**config.mk**
```make
export PLATFORM = sky130hd
export DESIGN_NAME = rx_frame_parser
export DESIGN_NICKNAME = d
export VERILOG_FILES = /design/src/rtl/rx_frame_parser.sv
export SDC_FILE = /design/constraint.sdc
export NUM_CORES = 1
export LEC_CHECK = 0
export BUFFER_PORTS_ARGS = -buffer_cell sky130_fd_sc_hd__buf_2
export CAP_MARGIN = 20
export CORE_MARGIN = 1
export CORE_UTILIZATION = 35
export DETAILED_ROUTE_END_ITERATION = 8
export MAX_ROUTING_LAYER = met4
export PLACE_DENSITY = 0.58
export SLEW_MARGIN = 30
export SYNTH_ARGS = -nofsm -noshare
export SYNTH_HDL_FRONTEND = slang
export SYNTH_SLANG_ARGS = --single-unit
export TNS_END_PERCENT = 1
```
**constraint.sdc**
```tcl
create_clock -name clk -period 5.4 [get_ports clk]
set_input_delay 0.54 -clock clk [delete_from_list [all_inputs] [get_ports clk]]
set_output_delay 0.54 -clock clk [all_outputs]
set_load 0.02 [all_outputs]
```
**src/rtl/rx_frame_parser.sv**
```systemverilog
`default_nettype none
// ============================================================================
// rx_frame_parser: reads one stored frame, filters the MAC header, forwards
// the payload with the FCS stripped and reports done/drop per frame.
// Revision: 1.0
// ============================================================================
module rx_frame_parser #(
    parameter logic [47:0] MAC_ADDR  = 48'h02_00_00_00_00_01,
    parameter logic [15:0] ETHERTYPE = 16'h0800,
    parameter int          TIMEOUT   = 64,
    parameter int          COOLDOWN  = 2
) (
    input  logic        clk,
    input  logic        rst_n,
    input  logic        frame_ready,
    output logic        read_request,
    input  logic        axiiv,
    input  logic [15:0] axiid,
    output logic        axiov,
    output logic [15:0] axiod,
    output logic [47:0] dest_mac,
    output logic [47:0] src_mac,
    output logic [15:0] ethertype,
    output logic        hdr_valid,
    output logic [7:0]  payload_len,
    output logic        frame_done,
    output logic        frame_drop,
    output logic        busy
);
    localparam int c_tmo_w  = $clog2(TIMEOUT + 1);
    localparam int c_cool_w = $clog2(COOLDOWN + 2);

    localparam logic [2:0] c_st_idle    = 3'd0;
    localparam logic [2:0] c_st_req     = 3'd1;
    localparam logic [2:0] c_st_hdr     = 3'd2;
    localparam logic [2:0] c_st_payload = 3'd3;
    localparam logic [2:0] c_st_drain   = 3'd4;
    localparam logic [2:0] c_st_end     = 3'd5;

    logic [2:0]          r_state;
    logic [2:0]          w_state_nxt;
    logic [c_tmo_w-1:0]  r_tmo_cnt;
    logic [c_cool_w-1:0] r_cool_cnt;
    logic [2:0]          r_word_cnt;
    logic [15:0]         r_s0;
    logic [15:0]         r_s1;
    logic                r_s0_v;
    logic                r_s1_v;
    logic [7:0]          r_emit_cnt;

    logic w_pass;
    logic w_hdr_eval;
    logic w_tmo_hit;
    logic w_accept;
    logic w_emit;
    logic w_done;
    logic w_drop;
    logic w_req_nxt;
    logic w_busy_nxt;

    assign w_pass = ((dest_mac == MAC_ADDR) || (dest_mac == 48'hFFFF_FFFF_FFFF)) &&
                    ((ETHERTYPE == 16'h0000) || (ethertype == ETHERTYPE));

    always_ff @(posedge clk or negedge rst_n) begin
        if (!rst_n) begin
            r_state <= c_st_idle;
        end else begin
            r_state <= w_state_nxt;
        end
    end

    always_comb begin
        w_state_nxt = r_state;
        case (r_state)
            c_st_idle: begin
                if (frame_ready && (r_cool_cnt == '0)) begin
                    w_state_nxt = c_st_req;
                end
            end
            c_st_req: begin
                if (axiiv) begin
                    w_state_nxt = c_st_hdr;
                end else if (r_tmo_cnt == c_tmo_w'(TIMEOUT - 1)) begin
                    w_state_nxt = c_st_idle;
                end
            end
            c_st_hdr: begin
                // word_cnt==7 is the filter cycle; its word is already payload
                if (!axiiv) begin
                    w_state_nxt = c_st_end;
                end else if (r_word_cnt == 3'd7) begin
                    w_state_nxt = w_pass ? c_st_payload : c_st_drain;
                end
            end
            c_st_payload: begin
                if (!axiiv) begin
                    w_state_nxt = c_st_end;
                end
            end
            c_st_drain: begin
                if (!axiiv) begin
                    w_state_nxt = c_st_end;
                end
            end
            c_st_end: begin
                w_state_nxt = c_st_idle;
            end
            default: begin
                w_state_nxt = c_st_idle;
            end
        endcase
    end

    always_comb begin
        w_hdr_eval = (r_state == c_st_hdr) && (r_word_cnt == 3'd7);
        w_tmo_hit  = (r_state == c_st_req) && !axiiv && (r_tmo_cnt == c_tmo_w'(TIMEOUT - 1));
        w_accept   = (w_hdr_eval && w_pass && axiiv) || ((r_state == c_st_payload) && axiiv);
        w_emit     = (r_state == c_st_payload) && axiiv && r_s1_v;
        w_done     = (r_state == c_st_payload) && !axiiv && r_s1_v;
        w_drop     = w_tmo_hit ||
                     ((r_state == c_st_hdr) && !axiiv) ||
                     ((r_state == c_st_payload) && !axiiv && !r_s1_v) ||
                     ((r_state == c_st_drain) && !axiiv);
        w_req_nxt  = (w_state_nxt == c_st_req) || (w_state_nxt == c_st_hdr) ||
                     (w_state_nxt == c_st_payload) || (w_state_nxt == c_st_drain);
        w_busy_nxt = (w_state_nxt != c_st_idle);
    end

    always_ff @(posedge clk or negedge rst_n) begin
        if (!rst_n) begin
            read_request <= 1'b0;
            busy         <= 1'b0;
            axiov        <= 1'b0;
            axiod        <= '0;
            dest_mac     <= '0;
            src_mac      <= '0;
            ethertype    <= '0;
            hdr_valid    <= 1'b0;
            payload_len  <= '0;
            frame_done   <= 1'b0;
            frame_drop   <= 1'b0;
            r_tmo_cnt    <= '0;
            r_cool_cnt   <= '0;
            r_word_cnt   <= '0;
            r_s0         <= '0;
            r_s1         <= '0;
            r_s0_v       <= 1'b0;
            r_s1_v       <= 1'b0;
            r_emit_cnt   <= '0;
        end else begin
            read_request <= w_req_nxt;
            busy         <= w_busy_nxt;
            axiov        <= w_emit;
            hdr_valid    <= w_hdr_eval && w_pass;
            frame_done   <= w_done;
            frame_drop   <= w_drop;

            r_tmo_cnt <= (r_state == c_st_req) ? r_tmo_cnt + 1'b1 : '0;

            if (r_state == c_st_end) begin
                r_cool_cnt <= c_cool_w'(COOLDOWN);
            end else if (r_cool_cnt != '0) begin
                r_cool_cnt <= r_cool_cnt - 1'b1;
            end

            if ((r_state == c_st_req) && axiiv) begin
                dest_mac[47:32] <= axiid;
                r_word_cnt      <= 3'd1;
            end else if ((r_state == c_st_hdr) && axiiv && (r_word_cnt != 3'd7)) begin
                case (r_word_cnt)
                    3'd1:    dest_mac[31:16] <= axiid;
                    3'd2:    dest_mac[15:0]  <= axiid;
                    3'd3:    src_mac[47:32]  <= axiid;
                    3'd4:    src_mac[31:16]  <= axiid;
                    3'd5:    src_mac[15:0]   <= axiid;
                    default: ethertype       <= axiid;
                endcase
                r_word_cnt <= r_word_cnt + 1'b1;
            end

            // Two-word delay line: whatever sits in it when the stream stops is the FCS
            if (r_state == c_st_req) begin
                r_s0_v <= 1'b0;
                r_s1_v <= 1'b0;
            end else if (w_accept) begin
                r_s0   <= axiid;
                r_s0_v <= 1'b1;
                r_s1   <= r_s0;
                r_s1_v <= r_s0_v;
            end

            if (w_emit) begin
                axiod <= r_s1;
            end

            if (r_state == c_st_req) begin
                r_emit_cnt <= '0;
            end else if (w_emit && (r_emit_cnt != 8'hFF)) begin
                r_emit_cnt <= r_emit_cnt + 1'b1;
            end

            if (w_done) begin
                payload_len <= r_emit_cnt;
            end
        end
    end

endmodule
`default_nettype wire

```
==> results.sh, run 1 <==
export IMPL_pin_count=162
export IMPL_ys_flop_type="dfrtp_1"
export IMPL_gr_total_overflow=0
export IMPL_reg2reg_depth=6
export IMPL_num_antenna_cells=0
export IMPL_syn2layout_area_growth_pct=20.2
export IMPL_root_buffer="clkbuf_16"
export IMPL_ant_nets=0
export IMPL_drt_total_wl_microns=20200
export IMPL_fin_crit_ns=2.67
export IMPL_slew_violations=0
export IMPL_ys_warn_count=0
export IMPL_clock_latency_ns=0.43
export IMPL_finalInstanceArea_sq_mm=0.00987
export IMPL_worst_setup_path_end_kind="flop"
export IMPL_final_period_utilization=0.494
export IMPL_synth_fp_nets=623
export IMPL_place_ws_ns=2.71
export IMPL_grt_pass1_wl_microns=31500
export IMPL_r2r_start="r_word_cnt[0]"
export IMPL_drtIter0Drc=265
export IMPL_grt_pass1_vias=5230
export IMPL_dr_pass1_iters=7
export IMPL_cts_buffers=17
export IMPL_cts_sinks=199
export IMPL_final_nets=782
export IMPL_cp_start_kind="flop"
export IMPL_chipHeight_microns=155
export IMPL_ys_seq_area_frac=0.606
export IMPL_synth_top_area_frac=0.606
export IMPL_ys_top_cells_by_count="dfrtp_1, mux2_2, nand2_1"
export IMPL_tritoncts="yes"
export IMPL_slew_headroom=0.365
export IMPL_crit_fanout=16
export IMPL_post_synth_top_count_cell="dfrtp_1"
export IMPL_power_density_mw_per_mm2=526
export IMPL_via_per_inst=4.86
export IMPL_final_hold_violation_count=0
export IMPL_synthDistinctLibCells=48
export IMPL_clkTransAtPathRegs_ns=0.07
export IMPL_io_buffers=161
export IMPL_setup_tns_ns=0
export IMPL_grt_max_degree=104
export IMPL_clock_path_buffers=2
export IMPL_gp_congestion=0.785
export IMPL_route_detailed_drc=0
export IMPL_rsz0062_at_grt="false"
export IMPL_setup_slack_ns=2.73
export IMPL_drive_above_1_share=0.461
export IMPL_async_reset_ff_frac=1.00
export IMPL_place_area_sq_mm=0.00928
export IMPL_netlist_top_cells_area="dfrtp_1, mux2_2, mux2_4"
export IMPL_crit_type="flop to flop"
export IMPL_start_util=0.359
export IMPL_antenna_found_initial=0
export IMPL_ys_ff_latch=199
export IMPL_die_w_microns=155
export IMPL_ir_drop_mv=0.294
export IMPL_r2r_end="src_mac[15]"
export IMPL_post_cts_resize_count=0
export IMPL_htreeDepth=4
export IMPL_synth_cells=594
export IMPL_maxCapViolCount=0
export IMPL_nFillCells=2203
export IMPL_worstMarginPinSlew_ns=0.950
export IMPL_yosysTopAreaCell="dfrtp_1"
export IMPL_avgSynthCellArea_sq_um=13.8
export IMPL_min_path_type="input pin to async pin"
export IMPL_place_hpwl_microns=14000
export IMPL_setup_viol=0
export IMPL_synth_edf_count=0
export IMPL_critPathArrivalTime_ns=2.98
export IMPL_row_count=55
export IMPL_leakage_nw=5.13
export IMPL_netlist_area_sq_mm=0.00821
export IMPL_wl_per_cell_microns=18.7
export IMPL_postCtsSetupBuffers=0
export IMPL_rrSetupSlack_ns=2.73
export IMPL_vias=5229
export IMPL_skew_ns=0.0108
export IMPL_dieArea_sq_mm=0.0241
export IMPL_grt_usage=0.181
export IMPL_final_core_util=0.432
export IMPL_crit_required_ns=5.71
export IMPL_outcome="finished clean"
export IMPL_hold_buffers=0
export IMPL_max_freq_ghz=0.375
export IMPL_core_region_area_sq_mm=0.0228
worst max path at each step:
stage | startpoint | end | slack (ns)
floorplan | r_word_cnt[0] | ethertype[10] | 3.17
global placement | r_word_cnt[0] | src_mac[8] | 2.74
detailed placement | r_word_cnt[0] | src_mac[15] | 2.71
CTS | r_word_cnt[0] | src_mac[15] | 2.70
global route | r_word_cnt[0] | src_mac[15] | 2.55
finish | r_word_cnt[0] | src_mac[15] | 2.73
area by class of cell:
cell class              count  area (sq um)  share of cell area
flip-flops and latches    199          4980               0.504
multi-input cells         360          3020               0.306
repair buffers            165           845              0.0855
clock buffers              19           433              0.0438
well taps                 313           392              0.0397
clock inverters            11           165              0.0167
inverters                  10          37.5             0.00380
registers in the layout, summed over array words and instances (netlist names), 7 cells and up:
signal and count:
src_mac 48, ethertype 16, axiod 16, r_s0 16, r_s1 16, r_emit_cnt 8, dest_mac 48, r_tmo_cnt 7
payload_len 8
critical path: stages, from the launching register on:
cell	delay, ns
dfrtp_1	0.42
ha_1	0.25
ha_1	0.23
nor2_1	0.13
and3_1	0.27
nand3_1	0.70
mux2_2	0.55
metrics by stage:
step,std cells,hold WS (ns),total power [mW]
after CTS,1077,0.262,5.26
final,1077,0.219,5.20
after detailed placement,1047,0.454,3.92
after global placement,1047,0.452,3.89
after global routing,1077,0.284,5.48
after floorplan,594,0.244,3.32
cell usage in the layout (no fill, tap or decap), types with 2 or more instances in the layout:
cell and n:
and3_1 6, inv_1 9, o21ai_0 5, nand2_1 67, inv_6 3, clkbuf_16 17
a21oi_1 6, clkbuf_1 2, bufinv_16 3, nand4_1 16, o21a_1 5, mux2i_1 2
nor2_1 17, buf_2 160, a31oi_1 2, nor3_2 2, xnor2_1 3, a211oi_1 2
mux2_2 124, inv_8 3, nand3_1 11, buf_4 4, mux2_4 28, dfrtp_1 199
and2_1 2, nor2b_1 4, clkinvlp_4 2, or3_1 2, ha_1 9, xor2_1 8
nor3_1 4, nor4_1 17
power by group:
| group | switching (mW) | internal [mW] | total (mW) |
|---|---|---|---|
| registers | 0.359 | 1.93 | 2.28 |
| clock network | 0.579 | 0.739 | 1.32 |
| logic | 0.883 | 0.712 | 1.59 |
kinds of logic after synthesis:
group,after synthesis,share of synthesized area
AO/OA/AOI/OAI,31,0.0258
XOR/XNOR,11,0.0117
adder cells (fa/ha/maj),9,0.0137
buffers and inverters,35,0.0258
flip-flops,199,0.606
multiplexers,154,0.224
AND/OR/NAND/NOR,155,0.0929
routing by layer:
layer | share of wire | up-vias | wire length (microns) | global-route usage
met5 | 0 | - | 0 | -
met4 | 0.0071 | 0 | 143 | 0.0355
met3 | 0.047 | 8 | 956 | 0.0443
met2 | 0.47 | 119 | 9460 | 0.273
met1 | 0.48 | 2682 | 9620 | 0.247
li1 | - | 2420 | - | -
(Power assumes the default switching activity.)
==> run 2, diff against run 1 <==
--- a/config.mk
+++ b/config.mk
@@ -11,7 +11,7 @@
 export CORE_UTILIZATION = 35
 export DETAILED_ROUTE_END_ITERATION = 8
 export MAX_ROUTING_LAYER = met4
-export PLACE_DENSITY = 0.58
+export PLACE_DENSITY = 0.6
 export SLEW_MARGIN = 30
 export SYNTH_ARGS = -nofsm -noshare
 export SYNTH_HDL_FRONTEND = slang
==> constraint.sdc (replaced) <==
create_clock -name clk -period 2.4 [get_ports clk]
set_input_delay 0.24 -clock clk [delete_from_list [all_inputs] [get_ports clk]]
set_output_delay 0.24 -clock clk [all_outputs]
set_load 0.02 [all_outputs]
==> results.sh, run 2 (synthesis gave the netlist of run 1 again) <==
export IMPL_swShare=0.362
export IMPL_grt_max_degree=65
export IMPL_drt_total_wl_microns=20400
export IMPL_critPathArrivalTime_ns=2.55
export IMPL_route_detailed_drc=0
export IMPL_place_hpwl_microns=14600
export IMPL_comb_power_share=0.316
export IMPL_clock_latency_ns=0.43
export IMPL_wl_per_cell_microns=18.5
export IMPL_fin_crit_ns=2.24
export IMPL_power_internal_mw=7.49
export IMPL_final_cell_mix="dfrtp_1, buf_2, mux2_2, nand2_1, mux2_4"
export IMPL_syn2layout_area_growth_pct=23.3
export IMPL_nFillCells=2202
export IMPL_root_buffer="clkbuf_16"
export IMPL_tritoncts="yes"
export IMPL_reg2reg_depth=6
export IMPL_io_buffers=161
export IMPL_cts_sinks=199
export IMPL_via_per_inst=4.81
export IMPL_hold_depth=2
export IMPL_crit_fanout=34
export IMPL_dieArea_sq_mm=0.0241
export IMPL_critPathTopFamily="simple AND/OR/NAND/NOR gates"
export IMPL_num_antenna_cells=0
export IMPL_cts_buffers=17
export IMPL_final_cells=1100
export IMPL_final_common_cell="dfrtp_1"
export IMPL_grt_usage=0.182
export IMPL_row_count=55
export IMPL_final_nets=803
export IMPL_pin_count=162
export IMPL_critical_path_buf_inv_count=1
export IMPL_leakage_nw=5.25
export IMPL_slew_violations=0
export IMPL_gp_congestion=0.752
export IMPL_crit_chain="or4b_4 -> nor3_2 -> o21ai_1 -> o21a_2 -> buf_12 -> mux2_4"
export IMPL_place_ws_ns=0.136
export IMPL_reg_largest_list="dest_mac x48, src_mac x48"
export IMPL_drive_above_1_share=0.480
export IMPL_switching_power_mw=4.25
export IMPL_maxCapViolCount=0
export IMPL_final_period_utilization=0.934
export IMPL_p_seq_frac=0.439
export IMPL_setup_slack_ns=0.159
export IMPL_worst_hold_slack_ns=0.0961
export IMPL_drtIter0Drc=255
export IMPL_antenna_found_initial=0
export IMPL_dr_pass1_iters=4
export IMPL_setup_viol=0
export IMPL_chipHeight_microns=155
export IMPL_slew_headroom=0.627
export IMPL_setup_tns_ns=0
export IMPL_final_hold_violation_count=0
export IMPL_crit_type="flop to flop"
export IMPL_rsz0062_at_grt="false"
export IMPL_core_region_area_sq_mm=0.0228
export IMPL_worstMarginPinSlew_ns=0.559
export IMPL_max_freq_ghz=0.446
export IMPL_ir_drop_mv=0.757
export IMPL_vias=5290
export IMPL_ant_nets=0
export IMPL_start_util=0.359
export IMPL_grt_pass1_wl_microns=31700
export IMPL_clkTransAtPathRegs_ns=0.08
export IMPL_cpPeakStageDelay_ns=0.55
export IMPL_clock_path_buffers=2
export IMPL_clock_power_share=0.245
export IMPL_gr_total_overflow=0
export IMPL_die_w_microns=155
export IMPL_path_depth=6
export IMPL_min_path_type="input pin to flop"
export IMPL_power_density_mw_per_mm2=1160
export IMPL_dp_cells=1067
export IMPL_htreeDepth=4
export IMPL_skew_ns=0.0108
export IMPL_cp_start_kind="flop"
export IMPL_slowest_stage="or4b_4"
export IMPL_outcome="finished clean"
export IMPL_worst_setup_path_end_kind="flop"
export IMPL_crit_required_ns=2.71
export IMPL_grt_pass1_vias=5300
-- run 2: power groups by stage --
stage / Combinational [mW] / Clock (mW) / Sequential (mW)
final: 3.71 / 2.87 / 5.16
after global routing: 3.98 / 3.10 / 5.30
after CTS: 3.75 / 2.96 / 5.12
after detailed placement: 3.74 / 0 / 5.18
after global placement: 3.69 / 0 / 5.13
after floorplan: 1.69 / 0 / 5.78
-- run 2: stage by stage --
step	cell area (sq um)	power [mW]	util
2_1_floorplan	8210	7.47	-
3_3_place_gp	9500	8.82	0.416
3_5_place_dp	9500	8.91	0.416
4_1_cts	10100	11.8	0.442
5_1_grt	10100	12.4	0.443
6_report	10100	11.7	0.443
-- run 2: worst reg2reg max path, delay by kind of cell (launching register included) --
family                 cells  cell delay, ns
AO/OA/AOI/OAI              2            0.39
buffers and inverters      1            0.19
flip-flops                 1            0.40
multiplexers               1            0.35
AND/OR/NAND/NOR            2            0.79
-- run 2: path summary, 6_finish.rpt --
| check | from | to | slack, ns |
|---|---|---|---|
| min reg2reg | axiod[0] | axiod[0] | 0.47 |
| min in group asynchronous | rst_n | frame_drop | 0.36 |
| max in group asynchronous | rst_n | r_s0[13] | 1.31 |
| min | axiiv | frame_drop | 0.1 |
| max reg2reg | ethertype[13] | r_s1[7] | 0.16 |
| max | ethertype[13] | r_s1[7] | 0.16 |
-- run 2: timing repair --
item                                    CTS  global route
endpoints found under the setup margin    0            32
hold endpoints to repair                 59             0
hold buffers                              1             0
setup buffers                             0             0
gates resized for setup                   0             4
-- run 2: layout make-up --
cell class              count  area, sq um  area share
well taps                 313          392      0.0387
multi-input cells         360         3050       0.301
flip-flops and latches    199         4980       0.492
inverters                  10         37.5     0.00371
clock inverters            14          160      0.0158
repair buffers            186         1080       0.107
clock buffers              18          429      0.0424
-- run 2: metal layers --
| layer | global-route usage | vias up | share of wire |
|---|---|---|---|
| met5 | - | - | 0 |
| met4 | 0.0546 | 0 | 0.014 |
| li1 | - | 2469 | - |
| met1 | 0.249 | 2673 | 0.47 |
| met2 | 0.275 | 131 | 0.46 |
| met3 | 0.0362 | 17 | 0.053 |
